[src/rtl/phys_reg_free_list.sv]
// Circular free list of physical register tags for the rename stage.
// The head pointer can be checkpointed and restored in one cycle for mispredict recovery.
module phys_reg_free_list #(
  parameter int NUM_PHYS_REGS = 64,
  parameter int NUM_ARCH_REGS = 32,
  parameter int DEPTH         = NUM_PHYS_REGS - NUM_ARCH_REGS,
  parameter int PTR_W         = $clog2(DEPTH) + 1,
  parameter int TAG_W         = $clog2(NUM_PHYS_REGS)
) (
  input  logic             clk_i,
  input  logic             rst_ni,
  input  logic             deq_req_i,
  output logic             deq_ack_o,
  output logic [TAG_W-1:0] deq_tag_o,
  input  logic             enq_valid_i,
  input  logic [TAG_W-1:0] enq_tag_i,
  output logic [PTR_W-1:0] ckpt_head_o,
  input  logic             restore_valid_i,
  input  logic [PTR_W-1:0] restore_head_i,
  output logic             empty_o,
  output logic             full_o,
  output logic [PTR_W-1:0] count_o
);

  localparam int IDX_W = PTR_W - 1;

  logic [TAG_W-1:0] entry_q [DEPTH];
  logic [PTR_W-1:0] head_q, head_d;
  logic [PTR_W-1:0] tail_q, tail_d;
  logic [IDX_W-1:0] head_idx, tail_idx;
  logic             enq_ok;

  assign head_idx = head_q[IDX_W-1:0];
  assign tail_idx = tail_q[IDX_W-1:0];

  assign empty_o     = (head_q == tail_q);
  assign full_o      = (head_idx == tail_idx) && (head_q[PTR_W-1] != tail_q[PTR_W-1]);
  assign count_o     = tail_q - head_q;
  assign ckpt_head_o = head_q;
  assign deq_tag_o   = entry_q[head_idx];

  // A restore owns the head this cycle, so any dequeue is refused rather than lost.
  assign deq_ack_o = deq_req_i & ~empty_o & ~restore_valid_i;
  assign enq_ok    = enq_valid_i & ~full_o;

  always_comb begin
    head_d = head_q;
    if (restore_valid_i) begin
      head_d = restore_head_i;
    end else if (deq_ack_o) begin
      head_d = head_q + PTR_W'(1);
    end
  end

  always_comb begin
    tail_d = tail_q;
    if (enq_ok) begin
      tail_d = tail_q + PTR_W'(1);
    end
  end

  always_ff @(posedge clk_i or negedge rst_ni) begin
    if (!rst_ni) begin
      head_q <= '0;
      tail_q <= PTR_W'(DEPTH);
    end else begin
      head_q <= head_d;
      tail_q <= tail_d;
    end
  end

  // Every non-architectural register starts out free, in ascending order.
  always_ff @(posedge clk_i or negedge rst_ni) begin
    if (!rst_ni) begin
      for (int i = 0; i < DEPTH; i++) begin
        entry_q[i] <= TAG_W'(NUM_ARCH_REGS + i);
      end
    end else if (enq_ok) begin
      entry_q[tail_idx] <= enq_tag_i;
    end
  end

  // Freeing a tag into a full list means a tag was duplicated upstream.
  assert property (@(posedge clk_i) disable iff (!rst_ni) !(enq_valid_i && full_o));

endmodule
[config.mk]
export PLATFORM = sky130hd
export DESIGN_NAME = phys_reg_free_list
export DESIGN_NICKNAME = d
export VERILOG_FILES = /design/src/rtl/phys_reg_free_list.sv
export SDC_FILE = /design/constraint.sdc
export NUM_CORES = 1
export LEC_CHECK = 0
export BUFFER_PORTS_ARGS = -buffer_cell sky130_fd_sc_hd__buf_2
export CAP_MARGIN = 10
export CORE_MARGIN = 4
export CORE_UTILIZATION = 40
export CTS_CLUSTER_SIZE = 40
export DETAILED_ROUTE_END_ITERATION = 7
export GPL_ROUTABILITY_DRIVEN = 0
export MAX_ROUTING_LAYER = met4
export RECOVER_POWER = 100
export SLEW_MARGIN = 0
export SYNTH_ARGS = -nofsm -noshare
export SYNTH_HDL_FRONTEND = slang
export SYNTH_SLANG_ARGS = --single-unit
[constraint.sdc]
create_clock -name clk_i -period 2.9 [get_ports clk_i]
set_input_delay 0.145 -clock clk_i [delete_from_list [all_inputs] [get_ports clk_i]]
set_output_delay 0.145 -clock clk_i [all_outputs]
set_load 0.05 [all_outputs]
==> run metrics <==
worst-path fanout max=11; fraction of post-synthesis cell area in the top cell type by area=29.57%; power per cell area=1069 nW/um2; kind of path behind the tightest hold check=input port to flip-flop; CP Class=flip-flop to output pin; via count=6024; all-layer global routing usage=18.12%; fraction of final layout cells with drive strength greater than 1=54.18%; Final Hold Vio Count=0; largest net degree at the start of global routing=84; share of the clock period used by the worst path after layout=97.68%; clock tree from TritonCTS=done; slack of the worst reg-to-reg path=0.18 ns; total overflow reported by the global router=0; hold slack final=0.02645 ns; clock insertion delay at the later pin of the skew report=0.51 ns; setup repair after global routing missed its margin=no; type of destination of the critical path=output pin; Achievable Freq=353.0 MHz; final layout net count=787; count of final setup violators=0; min cycle time layout=2.833 ns; floorplan core area=24530 um2; power after layout=12.37 mW; Final Instance Count excl. Fillers=1101; instance count after placement with tap cells included=1043; top post-synthesis cells by area=dfstp_2 30%, dfrtp_1 23%, mux2_2 17%; Post-route DRC=0; number of storage elements in the synthesis netlist=204; Starting Density=40.93%; number of nets with antenna violations after routing=0; required time of the critical path=2.76 ns; first-pass GRT wire length=38900 um; predominant post-synthesis flop cell=dfstp_2; number of flops mapped to enable cells by yosys=0; number of antenna cells inserted=0; combined flip-flop and latch cell area=5251 um2; leakage component of the power=4.853 nW; synth cell count leaders=153 x mux2_2, 113 x dfstp_2, 91 x dfrtp_1, 45 x nand2_1, 42 x mux2_4; maximum buffer depth of the clock tree=3; clock sinks=204; antenna violations before repair=0; half-perimeter wire length of the detailed placement result=15680 um; average size of a mapped cell=14.34 um2; Min-Delay Path Depth=2; Arrival @ worst endpoint=2.69 ns; vias in the first global route=6558; Num CTS Buffers=24; worst-margin pin slew=2.179 ns; Max H-tree Level=1; post-synthesis instance area=10040 um2; depth of the worst register-to-register path=6; post-CTS clock slew at the launch and capture registers of the worst setup and hold paths=0.06 ns; setup clock skew after layout=0.01613 ns; synthesized instance count=700; total number of placement rows=57; DR WL/cell=22.34 um; area used by multi-input combinational logic=4462 um2; part of the Yosys area used for sequential elements=52.25%; slew margin rel.=-45.26%; violated checks=capacitance limit, slew limit; filler cell count in the final layout=2161; clock root cell=clkbuf_16; synthesized net count=728; die outline width=166.4 um; result of the run=finished with violations; Max Transition Viols Final=84; I/O Buffers=37; Critical Path Start Type=flip-flop; area leader, netlist=dfstp_2; number of warnings printed during yosys synthesis=0; Die Y=166.4 um; post-DR vias/cell=5.471; most numerous cell in the Yosys netlist=mux2_2; I/O pin cnt=38; first-pass detailed-route iteration total=4; detailed router's first-iteration violation count=405; reported max-cap violation count=1; WL final=24600 um; maximum vdd drop=0.5843 mV; number of library cell types mapped by synthesis=46; ys async rst share=100.0%; post-synthesis to final-layout area growth=15.31%; Total Die Area=27700 um2; Total Negative Setup Slacks=0 ns
==> area by class of cell <==
type                       instances  area share, %
sequential                       204          45.35
multi-input combinational        444          38.53
timing repair buffer              74          4.711
inverter                          11         0.3566
clock buffer                      32          5.889
tap                              324          3.501
clock inverter                    12          1.653
==> worst paths after layout <==
check | from | end
worst max-delay path | ckpt_head_o[0] | deq_tag_o[2]
max in group asynchronous | rst_ni | entry_q[83]
min in group asynchronous | rst_ni | ckpt_head_o[0]
worst max register to register | tail_q[3] | entry_q[80]
worst min register to register | entry_q[26] | entry_q[26]
worst min-delay path | restore_valid_i | ckpt_head_o[1]
==> layout by cell type (no fill, tap or decap), drive strengths merged, types with 6 or more instances in the layout <==
| cell | instances |
|---|---|
| dfrtp | 91 |
| buf | 40 |
| mux2i | 13 |
| o221ai | 6 |
| clkbuf | 53 |
| nand2 | 45 |
| o21ai | 18 |
| a221oi | 6 |
| xnor2 | 9 |
| dlygate4sd3 | 11 |
| a21oi | 8 |
| mux2 | 205 |
| ha | 10 |
| nand3 | 10 |
| nor2 | 44 |
| mux4 | 37 |
| dfstp | 113 |
| inv | 12 |
==> report_power, final <==
part	switching, mW	internal (mW)	total (mW)
clock network	1.18	2.10	3.28
registers	0.634	4.45	5.09
logic	2.10	1.91	4.01
total	3.91	8.46	12.4
==> per-layer routing <==
| metal | wire length [um] | share of wire (%) | GRT usage (%) | up-vias |
|---|---|---|---|---|
| li1 | - | - | - | 2666 |
| met1 | 11020 | 45 | 23.74 | 3205 |
| met2 | 12230 | 50 | 30.19 | 119 |
| met3 | 918 | 3.7 | 2.607 | 34 |
| met4 | 430 | 1.7 | 4.198 | 0 |
| met5 | 0 | 0 | - | - |
==> registers in the layout, indices dropped and copies added, names as in the netlist <==
name / flops
ckpt_head_o: 6
tail_q: 6
entry_q: 192
==> repair_timing <==
action	4_1_cts	5_1_grt
gates cloned	2	0
resized for setup	6	9
hold buffers	11	0
endpoints found under the hold margin	43	0
setup buffers	0	1
endpoints found under the setup margin	6	6
==> kinds of logic after synthesis <==
logic type / count (synthesis) / share of synthesized area [%]
mux: 255 / 34.16
flops: 204 / 52.25
simple gates: 117 / 5.720
buf+inv: 52 / 2.168
compound gates: 49 / 3.140
xor+xnor: 12 / 1.122
fa+ha+maj: 11 / 1.445
==> stage by stage <==
step	utilization [%]	cell area, um2	setup slack [ns]
after floorplan	-	10050	0.01560
after global placement	43.50	10670	0.2274
after detailed placement	43.50	10670	0.1926
after CTS	47.89	11750	0.03098
after global routing	47.20	11580	0.003824
final	47.20	11580	0.06725
==> critical path, cell delays in order, from the launching register on <==
cell       delay [ns]
dfrtp_4          0.51
bufbuf_16        0.34
mux4_2           0.51
nand2_1          0.09
nand2_1          0.16
a221oi_2         0.29
nor2_1           0.06
buf_2            0.21
No activity file was read; power rests on OpenSTA's default activity.
